File: config.mk
export PLATFORM = sky130hd
export DESIGN_NAME = fpu_ss_result_fifo
export DESIGN_NICKNAME = d
export VERILOG_FILES = /design/src/rtl/fpu_ss_pkg.sv /design/src/rtl/fpu_ss_result_fifo.sv
export SDC_FILE = /design/constraint.sdc
export NUM_CORES = 1
export LEC_CHECK = 0
export ABC_CLOCK_PERIOD_IN_PS = 8800
export CELL_PAD_IN_SITES_DETAIL_PLACEMENT = 2
export CELL_PAD_IN_SITES_GLOBAL_PLACEMENT = 2
export CORE_AREA = 10 10 209 211
export CTS_CLUSTER_DIAMETER = 40
export DETAILED_ROUTE_END_ITERATION = 10
export DIE_AREA = 0 0 219 221
export HOLD_SLACK_MARGIN = 0.06
export MAX_ROUTING_LAYER = met4
export PLACE_DENSITY = 0.68
export SKIP_LAST_GASP = 1
export SYNTH_ARGS = -nofsm -noshare
export SYNTH_HDL_FRONTEND = slang
export SYNTH_SLANG_ARGS = --single-unit
File: constraint.sdc
create_clock -name clk_i -period 8.8 [get_ports clk_i]
set_clock_uncertainty 0.1 [all_clocks]
set_input_delay 1.76 -clock clk_i [delete_from_list [all_inputs] [get_ports clk_i]]
set_output_delay 1.76 -clock clk_i [all_outputs]
set_load 0.02 [all_outputs]
File: src/rtl/fpu_ss_pkg.sv
// Shared FPU subsystem types and constants.
// Includes the result FIFO depth, the core ID width and the result FIFO entry layout.
package fpu_ss_pkg;

  localparam int RESULT_FIFO_DEPTH = 4;
  localparam int CORE_ID_W         = 32;

  typedef struct packed {
    logic [3:0]  id;
    logic [31:0] data;
    logic [4:0]  rd;
    logic        we;
  } x_result_t;

  // One FIFO slot: the result payload travels together with its destination core.
  typedef struct packed {
    x_result_t              result;
    logic [CORE_ID_W-1:0]   destId;
  } result_entry_t;

endpackage

File: src/rtl/fpu_ss_result_fifo.sv
// Result FIFO between the FPU subsystem and the cores, with one cycle of latency.
// Optional statistics counters are enabled by defining FPU_SS_RESULT_FIFO_STATS_EN.
module fpu_ss_result_fifo
  import fpu_ss_pkg::*;
#(
  parameter int DEPTH    = RESULT_FIFO_DEPTH,
  parameter int NB_CORES = 8
) (
  input  logic                 clk_i,
  input  logic                 rst_i,
  input  logic                 x_result_valid_i,
  output logic                 x_result_ready_o,
  input  x_result_t            x_result_i,
  input  logic [CORE_ID_W-1:0] dest_core_id_i,
  output logic                 x_result_valid_o,
  input  logic                 x_result_ready_i,
  output x_result_t            x_result_o,
  output logic [CORE_ID_W-1:0] dest_core_id_o,
  output logic                 dest_err_o
`ifdef FPU_SS_RESULT_FIFO_STATS_EN
  ,
  output logic [31:0]          stat_pushed_o,
  output logic [31:0]          stat_full_cycles_o
`endif
);

  localparam int PTR_W = $clog2(DEPTH);
  localparam int CNT_W = PTR_W + 1;

  logic [PTR_W-1:0] r_rdPtr;
  logic [PTR_W-1:0] r_wrPtr;
  logic [CNT_W-1:0] r_count;
  result_entry_t    r_mem [DEPTH];

  logic w_full;
  logic w_empty;
  logic w_push;
  logic w_pop;

  // Reset takes priority, so neither push nor pop may happen in a reset cycle.
  assign w_full  = (r_count == CNT_W'(DEPTH));
  assign w_empty = (r_count == '0);
  assign w_push  = x_result_valid_i && !w_full && !rst_i;
  assign w_pop   = x_result_ready_i && !w_empty && !rst_i;

  assign x_result_ready_o = !w_full;
  assign x_result_valid_o = !w_empty;
  assign x_result_o       = r_mem[r_rdPtr].result;
  assign dest_core_id_o   = r_mem[r_rdPtr].destId;
  assign dest_err_o       = w_push && (dest_core_id_i >= CORE_ID_W'(NB_CORES));

  always_ff @(posedge clk_i) begin
    if (rst_i) begin
      r_rdPtr <= '0;
      r_wrPtr <= '0;
      r_count <= '0;
      for (int i = 0; i < DEPTH; i++) begin
        r_mem[i] <= '0;
      end
    end else begin
      if (w_push) begin
        r_mem[r_wrPtr] <= '{result: x_result_i, destId: dest_core_id_i};
        r_wrPtr        <= r_wrPtr + 1'b1;
      end
      if (w_pop) begin
        r_rdPtr <= r_rdPtr + 1'b1;
      end
      case ({w_push, w_pop})
        2'b10:   r_count <= r_count + 1'b1;
        2'b01:   r_count <= r_count - 1'b1;
        default: r_count <= r_count;
      endcase
    end
  end

`ifdef FPU_SS_RESULT_FIFO_STATS_EN
  logic [31:0] r_statPushed;
  logic [31:0] r_statFullCycles;

  always_ff @(posedge clk_i) begin
    if (rst_i) begin
      r_statPushed     <= '0;
      r_statFullCycles <= '0;
    end else begin
      if (w_push) begin
        r_statPushed <= r_statPushed + 32'd1;
      end
      if (x_result_valid_i && w_full) begin
        r_statFullCycles <= r_statFullCycles + 32'd1;
      end
    end
  end

  assign stat_pushed_o      = r_statPushed;
  assign stat_full_cycles_o = r_statFullCycles;
`endif

endmodule

**Word-level counts from Yosys, hierarchy flattened**

Memory sizes are Yosys's and may differ from the RTL's. A register that Yosys moved wholly into a read port is not among the register bits.
Cells that the tools add are included.
Widths: inputs -> output; s select.

- Add/subtract/negate cells: 4
- Order comparisons: 1
- Equal/unequal tests: 3
- Multiplexer cells: 11
- Reductions and logical operators: 11

Operators by type and width:

| kind | count |
|---|---|
| $mux 74 | 1 |
| $reduce_or 74->1 | 1 |
| $ge 32x4->1 const B | 1 |
| $mux 1 | 6 |
| $mux 2 | 3 |
| $pmux 3 s2 | 1 |
| $logic_and 1x1->1 | 5 |
| $add 2x1->2 const B | 2 |
| $add 3x1->3 const B | 1 |
| $eq 3x3->1 const B | 1 |
| $logic_not 1->1 | 3 |
| $logic_not 3->1 | 1 |
| $sub 3x1->3 const B | 1 |
| $eq 2x1->1 const B | 1 |
| $eq 2x2->1 const B | 1 |
| $reduce_bool 2->1 | 1 |

- Flip-flop bits (word level): 7
- Bits in writable memories: 296
- Output and inout bits: 77
- Logic and storage cells: 34
- Memories: 1

Memory list:

| name | depth | bits a word | rd ports | clocked after memory_dff | wr ports | RTL line | source |
|---|---|---|---|---|---|---|---|
| r_mem | 4 | 74 | 1 | 1 | 4 | fpu_ss_result_fifo.sv:33 | `result_entry_t r_mem [DEPTH];` |

**Longest topological paths before layout**

Gate-level depths: netlist (run 1).

- Depth after elaboration: 9
- Depth in mapped cells: 10
- Depth with buffers taken out: 9

**Worst setup path before layout (run 1)**

Ideal clock, no wire load.

- Path type: input port to output port
- From: in rst_i
- To: out dest_err_o
- Arrival: 2.904 ns
- Required time: 6.940 ns
- Path slack: 4.036 ns
- Stages: 5
- Buffers on the path: 2
- Path through: clkbuf_1 nor3_1 buf_2 inv_1 a41oi_1

- Word-level cells in the longest chain between the ends: 3

Ends and longest elaborated chain:

| element | RTL line | source |
|---|---|---|
| start: declaration | fpu_ss_result_fifo.sv:10 | `input logic rst_i,` |
| $logic_not 1->1 | fpu_ss_result_fifo.sv:43 | `assign w_push = x_result_valid_i && !w_full && !rst_i;` |
| $logic_and 1x1->1 | fpu_ss_result_fifo.sv:43 |  |
| $logic_and 1x1->1 | fpu_ss_result_fifo.sv:50 | `assign dest_err_o = w_push && (dest_core_id_i >= CORE_ID_W'(NB_CORES));` |
| end: declaration | fpu_ss_result_fifo.sv:19 | `output logic dest_err_o` |

No other way between the ends.

**Worst setup path after layout (run 1)**

Ends and elaborated chain as after synthesis.

==> impl_metrics.env, run 1 <==
export IMPL_grt_pass1_vias=8647
export IMPL_yosys_warnings=0
export IMPL_synth_most_common_cell="edfxtp_1"
export IMPL_ir_worst_vdd_mv=0.139
export IMPL_htreeDepth=2
export IMPL_postLayoutCellArea_um2=17100
export IMPL_cap_violations=0
export IMPL_dp_worst_setup_slack_ns=2.96
export IMPL_hold_path_class="register to register"
export IMPL_grt_pass1_wl_mm=55.4
export IMPL_start_util_pct=33.7
export IMPL_fin_tns_setup_ns=0
export IMPL_drt_wl_total_mm=36.4
export IMPL_synth_edf_count=296
export IMPL_worstPathMaxFanout=17
export IMPL_final_cells=1515
export IMPL_ys_flop_type="edfxtp_1"
export IMPL_drv_slew=0
export IMPL_clock_latency_ns=0.57
export IMPL_cts_clk_slew_worst_paths_ns=0.05
export IMPL_post_cts_resize_count=0
export IMPL_synthArstFlopShare_pct=0
export IMPL_critPathMaxStageDelay_ns=0.79
export IMPL_drtPass1Iterations=4
export IMPL_wire_per_inst_um=24.0
export IMPL_globalplace_congestion=0.714
export IMPL_vias=7321
export IMPL_required_ns=6.94
export IMPL_drtIter0Drc=352
export IMPL_placed_cells_incl_taps=1419
export IMPL_cts_hold_buf=0
export IMPL_ys_types=34
export IMPL_die_w_um=219
export IMPL_coreArea_um2=39500
export IMPL_syn_area_per_cell_um2=17.0
export IMPL_hold_violations=0
export IMPL_dp_hpwl_mm=20.7
export IMPL_fin_crit_sh_pct=66.0
export IMPL_p_leak_nw=6.06
export IMPL_drc=0
export IMPL_worstSetupPathType="input port to output pin"
export IMPL_placed_area_um2=15400
export IMPL_syn_cell_area_um2=13300
export IMPL_max_freq_ghz=0.172
export IMPL_setup_viol=0
export IMPL_ios=155
export IMPL_port_buffers=154
export IMPL_synth_net_count=861
export IMPL_track_usage_pct=15.6
export IMPL_grt_antenna_before_repair=1
export IMPL_worstMarginPinSlew_ns=0.934
export IMPL_ys_top_cells_by_area="edfxtp_1 67%, mux4_2 13%, and2_1 13%"
export IMPL_status="finished clean"
export IMPL_netlist_top_cells_count="296 x edfxtp_1, 266 x and2_1, 74 x mux4_2"
export IMPL_die_h_um=221
export IMPL_power_density_nw_per_um2=242
export IMPL_area_growth_pct=28.4
export IMPL_ant_nets=0
export IMPL_netlist_instances=781
export IMPL_ys_seq_area_share_pct=68.2
export IMPL_relSlewSlack_pct=37.7
export IMPL_die_area_um2=48400
export IMPL_routed_via_density=4.83
export IMPL_fin_nets=1027
export IMPL_rsz0062_at_grt="false"
export IMPL_cts_root_buf="clkbuf_16"
export IMPL_cp_cell_sequence="clkdlybuf4s50_1 -> nor3_2 -> inv_1 -> a41oi_1 -> clkdlybuf4s50_1"
export IMPL_fillerInstances=3789
export IMPL_power_total_mw=4.14
export IMPL_path_common_cell="clkdlybuf4s50_1"
export IMPL_crit_buf_inv=3
export IMPL_overflow=0
export IMPL_cts_tree="done"
export IMPL_yosys_area_top_type_share_pct=66.8
export IMPL_fin_ws_ns=2.99
export IMPL_endpoint_kind="output pin"
export IMPL_ys_ff_latch=305
export IMPL_cp_slowest_cell="clkdlybuf4s50_1"
export IMPL_clock_sinks=305
export IMPL_num_rows=73
export IMPL_crit_family="buffers and inverters"
export IMPL_post_cts_buffers=0
export IMPL_grt_max_degree=77
export IMPL_cts_path_max_buffers=3
export IMPL_period_needed_ns=5.81
export IMPL_synth_top_cell_by_area="edfxtp_1"
export IMPL_start_kind="input port"
export IMPL_cp_arrival_ns=3.95
export IMPL_drive_gt1_share_pct=21.3
export IMPL_cts_buffers=51
-- sequential cells by signal (all words and copies together) (netlist names), named ones only --
signal	cells
r_wrPtr	2
r_mem	296
r_count	3
r_rdPtr	2
-- routing by layer --
metal | track usage (%) | up-vias | wire [um]
met3 | 3.18 | 43 | 1560
met1 | 18.4 | 3860 | 15200
li1 | - | 3259 | -
met5 | - | - | 0
met4 | 4.19 | 0 | 569
met2 | 26.4 | 159 | 19000
-- area by class of cell --
class                   count  area [um2]  share of cell area, %
diodes                      1        2.50                 0.0147
clock buffers              56        1320                   7.71
clock inverters            39         408                   2.39
inverters                   9        36.3                  0.212
multi-input cells         417        3970                   23.3
flip-flops and latches    305        9080                   53.1
well taps                 525         657                   3.85
repair buffers            163        1610                   9.42
-- worst register-to-register path, stage by stage (launching register included) --
cell and delay [ns]:
dfxtp_1 0.43, nor3b_4 0.12, inv_4 0.10, and4_4 0.84
or2_4 0.75, buf_4 0.60
-- report_power, final --
part           switching, mW  total, mW  internal, mW
registers             0.0381       1.73          1.69
clock network          0.729       1.99          1.27
logic                  0.219      0.415         0.196
-- cells by family (layout without fill, tap and decap cells) --
kind of cell / Yosys count / count (layout) / share of synthesized area, %
compound gates: 13 / 13 / 0.640
xor+xnor: 2 / 2 / 0.132
fa+ha+maj: 2 / 2 / 0.245
buf+inv: 59 / 267 / 2.14
flops: 305 / 305 / 68.2
mux: 74 / 74 / 12.5
other cells: 0 / 1 / 0
simple gates: 326 / 326 / 16.1
-- metrics by stage --
step	utilization [%]	hold slack, ns
floorplan	-	0.371
finish	43.3	0.410
global placement	38.9	0.384
detailed placement	38.9	0.415
global route	43.3	0.457
CTS	43.3	0.418
-- layout by cell type (no fill, tap or decap), types with 2 or more instances in the layout --
cell type,synthesis,layout
nor3_1,4,3
clkdlybuf4s50_1,0,154
clkbuf_16,0,52
and2_4,30,30
or3_1,3,3
edfxtp_1,296,296
clkinvlp_4,0,4
or2_4,0,3
and2_1,266,266
o21ai_0,3,3
clkinv_2,0,9
buf_4,0,9
clkbuf_1,24,4
dfxtp_1,9,7
xor2_1,2,2
nor4_1,5,5
nand2b_1,2,2
a21oi_1,5,5
bufinv_16,0,6
nor2_1,6,6
clkinv_1,0,6
mux4_2,74,74
a311oi_1,2,2
dfxtp_4,0,2
inv_1,8,8
clkinv_4,0,6
inv_6,0,7
-- path summary, 6_finish.rpt --
check	slack, ns	start	endpoint	cells past startpoint
max	2.99	rst_i	dest_err_o	5
min	0.41	r_count[2]$_SDFFE_PP0P_	r_count[2]$_SDFFE_PP0P_	2
max reg2reg	5.47	r_count[0]$_SDFFE_PP0P_	r_mem[1][19]$_SDFFCE_PN0P_	5
min reg2reg	0.41	r_count[2]$_SDFFE_PP0P_	r_count[2]$_SDFFE_PP0P_	2
Power figures use the tool's default switching activity.
==> run 2, diff against run 1 <==
--- a/config.mk
+++ b/config.mk
@@ -5,7 +5,7 @@
 export SDC_FILE = /design/constraint.sdc
 export NUM_CORES = 1
 export LEC_CHECK = 0
-export ABC_CLOCK_PERIOD_IN_PS = 8800
+export ABC_CLOCK_PERIOD_IN_PS = 5630
 export CELL_PAD_IN_SITES_DETAIL_PLACEMENT = 2
 export CELL_PAD_IN_SITES_GLOBAL_PLACEMENT = 2
 export CORE_AREA = 10 10 209 211
==> constraint.sdc (replaced) <==
create_clock -name clk_i -period 5.63 [get_ports clk_i]
set_clock_uncertainty 0.1 [all_clocks]
set_input_delay 1.126 -clock clk_i [delete_from_list [all_inputs] [get_ports clk_i]]
set_output_delay 1.126 -clock clk_i [all_outputs]
set_load 0.02 [all_outputs]
==> run 2 against run 1 <==
Flip-flop and latch count unchanged. Via count is 0.27% lower. Core utilization is 0.11 points higher. Global-route usage fell by 0.12 points. Final area is 0.25% higher. Sequential share of layout area down 0.13 points. Die area unchanged. Routed wire length shrank 1.1%. Clock power is 57% higher. Hold slack better by 0.0082 ns. Critical path depth stayed put. Largest power group unchanged.
==> impl_metrics.env, run 2 (synthesis gave the netlist of run 1 again) <==
export IMPL_multi_input_area_um2=3970
export IMPL_die_area_um2=48400
export IMPL_regArea_um2=9080
export IMPL_final_cells=1510
export IMPL_cap_violations=0
export IMPL_track_usage_pct=15.5
export IMPL_reg_largest_list="r_mem (296), r_count (3)"
export IMPL_grt_pass1_vias=8700
export IMPL_top_register="r_mem"
export IMPL_die_w_um=219
export IMPL_cts_root_buf="clkbuf_16"
export IMPL_worstPathMaxFanout=5
export IMPL_port_buffers=154
export IMPL_max_freq_ghz=0.228
export IMPL_worstMarginPinSlew_ns=0.934
export IMPL_grt_pass1_wl_mm=55.0
export IMPL_cts_tree="done"
export IMPL_start_util_pct=33.7
export IMPL_htreeDepth=2
export IMPL_power_density_nw_per_um2=378
export IMPL_rsz0062_at_grt="false"
export IMPL_setup_viol=0
export IMPL_largest_register_ffs=296
export IMPL_dp_worst_setup_slack_ns=1.13
export IMPL_fin_nets=1027
export IMPL_globalplace_congestion=0.711
export IMPL_clock_sinks=305
export IMPL_drt_wl_total_mm=36.0
export IMPL_wire_per_inst_um=23.8
export IMPL_drc=0
export IMPL_fin_ws_ns=1.25
export IMPL_final_common_cell="edfxtp_1"
export IMPL_hold_path_class="register to register"
export IMPL_cts_hold_buf=0
export IMPL_vias=7301
export IMPL_drive_gt1_share_pct=20.8
export IMPL_num_rows=73
export IMPL_post_cts_buffers=0
export IMPL_period_needed_ns=4.38
export IMPL_status="finished clean"
export IMPL_r2r_slack_ns=3.04
export IMPL_placed_area_um2=15400
export IMPL_cts_path_max_buffers=3
export IMPL_grt_antenna_before_repair=2
export IMPL_fin_tns_setup_ns=0
export IMPL_drv_slew=0
export IMPL_area_growth_pct=28.7
export IMPL_min_from="r_count[2]$_SDFFE_PP0P_"
export IMPL_cts_clk_slew_worst_paths_ns=0.05
export IMPL_grt_max_degree=75
export IMPL_postLayoutCellArea_um2=17100
export IMPL_final_cell_mix="296 x edfxtp_1, 266 x and2_1, 154 x clkdlybuf4s50_1, 74 x mux4_2, 47 x clkbuf_16"
export IMPL_worstSetupPathType="input port to output pin"
export IMPL_dp_hpwl_mm=20.4
export IMPL_required_ns=4.40
export IMPL_fin_crit_sh_pct=77.8
export IMPL_p_leak_nw=6.08
export IMPL_placed_cells_incl_taps=1424
export IMPL_post_cts_resize_count=0
export IMPL_relSlewSlack_pct=37.7
export IMPL_die_h_um=221
export IMPL_endpoint_kind="output pin"
export IMPL_final_util_pct=43.4
export IMPL_drtPass1Iterations=6
export IMPL_hold_violations=0
export IMPL_rr_startpoint="r_count[0]$_SDFFE_PP0P_"
export IMPL_overflow=0
export IMPL_ios=155
export IMPL_start_kind="input port"
export IMPL_ant_nets=0
export IMPL_clock_latency_ns=0.56
export IMPL_coreArea_um2=39500
export IMPL_drtIter0Drc=321
export IMPL_cts_buffers=46
export IMPL_routed_via_density=4.84
export IMPL_fillerInstances=3769
export IMPL_cp_arrival_ns=3.15
export IMPL_crit_start="dest_core_id_i[10]"
export IMPL_ir_worst_vdd_mv=0.238
## run 2: changes by cell type in the layout (fill, tap and decap cells not counted)
cell and delta:
clkinv_4 -5, clkinvlp_4 -2, inv_6 -4, clkbuf_16 -5
clkinv_2 -2, buf_4 +1, clkbuf_1 +2, clkinv_8 +1
clkbuf_8 +1, bufinv_16 +5, clkinv_1 -1, buf_12 +4
## run 2: critical path: stages
cell             delay [ns]
clkdlybuf4s50_1        0.47
nor4_1                 0.44
and4_1                 0.39
a41oi_1                0.16
clkdlybuf4s50_1        0.57
## run 2: final timing paths
path | end | cells past startpoint
setup / recovery | dest_err_o | 5
hold / removal | r_count[2]$_SDFFE_PP0P_ | 2
setup reg to reg | r_mem[1][54]$_SDFFCE_PN0P_ | 5
hold reg to reg | r_count[2]$_SDFFE_PP0P_ | 2
## run 2: through the flow
step	power, mW	hold slack (ns)
finish	6.48	0.419
global route	6.70	0.454
CTS	6.57	0.427
detailed placement	3.42	0.422
global placement	3.40	0.390
floorplan	3.07	0.371
## run 2: area by class of cell
class                           instances  area share, %
Sequential cell                       305           53.0
Inverter                                9          0.212
Antenna cell                            1         0.0146
Clock buffer                           54           7.08
Clock inverter                         31           2.73
Timing Repair Buffer                  168           9.91
Multi-Input combinational cell        417           23.2
Tap cell                              525           3.84
## run 2: where the power goes
| part | leakage [nW] | internal, mW | switching [mW] | total [mW] |
|---|---|---|---|---|
| clock | 0.816 | 2.05 | 1.07 | 3.12 |
| sequential | 3.15 | 2.65 | 0.0488 | 2.69 |
| combinational | 2.11 | 0.313 | 0.351 | 0.665 |
## run 2: layer usage
layer	global-route usage, %	vias up	routed length, um
li1	-	3243	-
met1	18.6	3848	15400
met2	25.9	159	18400
met3	2.92	51	1490
met4	4.57	0	621
met5	-	-	0
